<file path="config.mk">
export PLATFORM = sky130hd
export DESIGN_NAME = sdp_cq_ram_128x14
export DESIGN_NICKNAME = d
export VERILOG_FILES = /design/src/rtl/sdp_cq_ram_128x14.sv
export SDC_FILE = /design/constraint.sdc
export NUM_CORES = 2
export LEC_CHECK = 0
export ABC_AREA = 1
export ABC_CLOCK_PERIOD_IN_PS = 4300
export BUFFER_PORTS_ARGS = -buffer_cell sky130_fd_sc_hd__buf_2
export CAP_MARGIN = 20
export CORE_MARGIN = 3
export CORE_UTILIZATION = 45
export CTS_CLUSTER_DIAMETER = 80
export DETAILED_ROUTE_END_ITERATION = 12
export REMOVE_ABC_BUFFERS = 1
export SYNTH_ARGS = -nofsm -noshare
export SYNTH_HDL_FRONTEND = slang
export SYNTH_SLANG_ARGS = --single-unit
</file>
<file path="constraint.sdc">
create_clock -name nvdla_core_clk -period 4.3 [get_ports nvdla_core_clk]
set_input_delay 0.86 -clock nvdla_core_clk [delete_from_list [all_inputs] [get_ports nvdla_core_clk]]
set_output_delay 0.86 -clock nvdla_core_clk [all_outputs]
set_load 0.05 [all_outputs]
</file>
<file path="src/rtl/sdp_cq_ram_128x14.sv">
// 128x14 register-file RAM behind the SDP MRDMA command-queue FIFO.
// Two-stage read: re latches the address, ore loads array data into dout.
module sdp_cq_ram_128x14 #(
  parameter logic FORCE_CONTENTION_ASSERTION_RESET_ACTIVE = 1'b0,
  parameter int   DEPTH = 128,
  parameter int   WIDTH = 14,
  parameter int   AW    = 7
) (
  input  logic             nvdla_core_clk,
  input  logic             nvdla_core_rst,
  input  logic [31:0]      pwrbus_ram_pd,
  input  logic [AW-1:0]    wa,
  input  logic             we,
  input  logic [WIDTH-1:0] di,
  input  logic [AW-1:0]    ra,
  input  logic             re,
  input  logic             ore,
  output logic [WIDTH-1:0] dout
);

  logic [WIDTH-1:0] mem [DEPTH];
  logic [AW-1:0]    ra_d;
  logic [WIDTH-1:0] rd_data;
  logic [WIDTH-1:0] dout_q;

  // Power-down bus has no functional effect on this model.
  logic unused_pwrbus;
  assign unused_pwrbus = ^pwrbus_ram_pd;

  // Array is deliberately not reset so contents survive a mid-run reset.
  always_ff @(posedge nvdla_core_clk) begin
    if (we) mem[wa] <= di;
`ifndef SYNTHESIS
    else if ($isunknown(we)) mem[wa] <= 'x;
`endif
  end

  always_ff @(posedge nvdla_core_clk or posedge nvdla_core_rst) begin
    if (nvdla_core_rst) ra_d <= '0;
    else if (re) ra_d <= ra;
`ifndef SYNTHESIS
    else if ($isunknown(re)) ra_d <= 'x;
`endif
  end

  assign rd_data = mem[ra_d];

  // ore samples the pre-edge ra_d, so re and ore together stream one word per cycle.
  always_ff @(posedge nvdla_core_clk or posedge nvdla_core_rst) begin
    if (nvdla_core_rst) dout_q <= '0;
    else if (ore) dout_q <= rd_data;
`ifndef SYNTHESIS
    else if ($isunknown(ore)) dout_q <= 'x;
`endif
  end

  assign dout = dout_q;

`ifndef SYNTHESIS
  always @(posedge nvdla_core_clk) begin
    if (!FORCE_CONTENTION_ASSERTION_RESET_ACTIVE && !nvdla_core_rst &&
        we && ore && (wa == ra_d))
      $display("%m: warning: read/write contention at address %0d", wa);
  end
`endif

endmodule

</file>
==> metrics.txt <==
status=completed; Pleak=29.0 nW; clk root buf=clkbuf_16; crit path cell chain=inv_16 -> buf_12 -> nand2_1 -> nand3_1 -> nand3_1 -> nand3_1 -> nand3_1 -> nand2_1 -> nand2_1 -> nand3_1 -> nand3_1 -> nand2_1; Synth Register Bits=roughly 1,800; routed vias/inst=roughly 5.6; Post-CTS Setup Bufs=0; Post-Synth Simple-Gate Area=0.226; final instance area=about 82,000 sq um; I/O pin cnt=79; Post-synth EDFFs=between 1,500 and 2,000; Max clock buf depth=3; FF/Latch Area=roughly 54,000 sq um; FF-to-FF Start=ra_d[0]; synth top area cells=edfxtp_1, nand3_1, nand2_1; crit share post-route=0.726; Max Slew Vio Count=0; most common cell in the netlist=nand2_1; pwr/cell area=approximately 470 nW/um^2; CP arrival=3.86 ns; final hold violations=0; CTS H-tree depth=4; chip width=between 400 and 500 um; Period minus WS final=between 3 and 4 ns; reg-to-reg slack, setup=between 1 and 1.5 ns; R2R cell count=12; Yosys top cell by area=edfxtp_1; first-pass GRT wire length=293,000 um; mux contribution to synthesized area=0; Worst path slowest cell=dfrtp_4; RD Place Congestion=roughly 0.83; global route overflow=0; syn avg cell area=12.1 sq um; CP endpoint kind=flop; Synth top cells by count=nand2_1, edfxtp_1, nand3_1; xor/xnor cell area share of the yosys netlist=0; Yosys warnings=0; Placeable Area=between 150,000 and 200,000 sq um; VDD IR max=376 uV; DRT antenna net count=0; min-delay src=ra[2]; final net count=6,211; Rows=approximately 150; ys async rst share=0.0116; CP max FO=about 140; Synth Area in Compound Gates=0.000478; Clock Skews=between 0.03 and 0.04 ns; Syn Inst Count=slightly above 6,000; area post-placement=around 76,000 sq um; RR Endpoint=dout[0]; Yosys top cell area share=0.734; final setup vio count=0; CP dominant cell by count=nand3_1; Worst Path Buf+Inv=2; drt pass-1 iters=7; Initial Util=0.455; fmax=320 MHz; RSZ-0062 raised after global routing=false; Cell Area, Synth=between 70,000 and 80,000 sq um; Num CTS Buffers=around 180; initial antenna violation count=7; chip height=410 um; fillers=13,800; Clock Sinks=between 1,500 and 2,000; Avg WL per Cell=approximately 24 um; via count=47,300; final wirelength=around 200,000 um; critical path class=flop to flop; vias in the first global route=about 44,000; Max-Slew Margin vs Limit=0.268; Starting DRT DRC Count=approximately 5,200; Post-DP HPWL=between 100,000 and 150,000 um; Worst-path clk slew=approximately 0.06 ns; synth unique cells=18; largest family of logic cells by synthesized area=simple AND/OR/NAND/NOR gates; share of post-route cells with drive strength above 1=0.0863; worst slew pin tran=between 1 and 1.5 ns; required time of the critical path=just over 5 ns; PortBufs=46; area grow syn2layout=12.2%; sequential area share after synthesis=0.741; Setup crit start kind=flop; Hold Path Class=input pin to flop; ys flop type=edfxtp_1; Worst Hold Path Cells=3; Synth Area in Adders=0; area occupied by multi-input gates=between 15,000 and 20,000 sq um; maximum single-stage delay on the critical path=~0.65 ns; Global Route Usage Sum=0.233; die footprint=168,000 sq um; CTS tree=built; fin util=0.510; clk_lat worst skew=approximately 0.84 ns; MaxCap Viol Count=0; Worst Hold End=ra_d[2]; Worst path top cell family by delay=simple AND/OR/NAND/NOR gates; pin count of the biggest net entering global routing=166; Post-route DRC=0
## layout make-up
type | instances | area share
Clock buffer | 239 | 0.0593
Clock inverter | 103 | 0.0118
Tap cell | 2160 | 0.0329
Sequential cell | 1813 | 0.661
Antenna cell | 5 | 0.000152
Multi-Input combinational cell | 3836 | 0.202
Inverter | 26 | 0.00160
Timing Repair Buffer | 285 | 0.0319
## sequential cells by signal, summed over array words and instances (netlist names)
name  count
mem    1792
dout     14
ra_d      7
## metal layers
metal,share of wire,vias up,routed length (um),track usage
met5,0.00016,-,31,0
met4,0.030,4,6010,0.0749
met3,0.078,311,15600,0.0403
met2,0.47,1911,92800,0.364
met1,0.43,23400,84700,0.334
li1,-,21800,-,-
## worst reg2reg max path: cells and delay by family (launching register included)
family        cells  cell delay (ns)
flops             1             0.65
simple gates     10             1.31
buf+inv           2             1.08
## cells by family (layout without fill, tap and decap cells)
kind of cell           after synthesis  after routing
and+or+nand+nor                   3829           3829
DFF                               1813           1813
other                                0              5
buffers and inverters              430            653
AOI/OAI and AO/OA                    7              7
## how the worst max path moves through the flow
stage,from,end,slack [ns],cells after the start
2_1_floorplan,ra_d[0],dout[11],-30.74,11
3_3_place_gp,wa[1],mem[8][5],1.19,5
3_5_place_dp,wa[1],mem[107][1],1.17,7
4_1_cts,ra_d[1],dout[5],1.20,10
5_1_grt,ra_d[0],dout[7],1.06,12
6_report,ra_d[0],dout[0],1.18,12
## through the flow
stage,setup TNS [ns],hold slack [ns],std cells,setup slack [ns],power [mW]
floorplan,-477.61,0.735,5675,-30.74,22.6
global placement,0,0.658,8117,1.19,23.6
detailed placement,0,0.624,8117,1.17,23.7
CTS,0,0.216,8459,1.20,38.9
global route,0,0.257,8463,1.06,40.0
finish,0,0.270,8467,1.18,38.7
## power breakdown
part / internal [mW] / switching (mW) / total [mW]
clock network: 8.57 / 6.85 / 15.4
logic: 0.914 / 2.74 / 3.65
registers: 19.5 / 0.142 / 19.7
## placed cells by master, fill, tap and decap left out, drive strengths merged
master / instances
dlygate4sd3: 1
dfrtp: 21
edfxtp: 1792
nor3: 8
clkbuf: 239
nand2: 1962
buf: 284
o21ai: 7
inv: 31
nand3: 1725
bufinv: 8
nor2: 134
diode: 5
clkinv: 90
## what timing repair did
action / in CTS / in global routing
hold buffers: 0 / 1
gates resized for setup: 0 / 0
endpoints found under the setup margin: 0 / 0
endpoints found under the hold margin: 0 / 2
(Power assumes the default switching activity.)
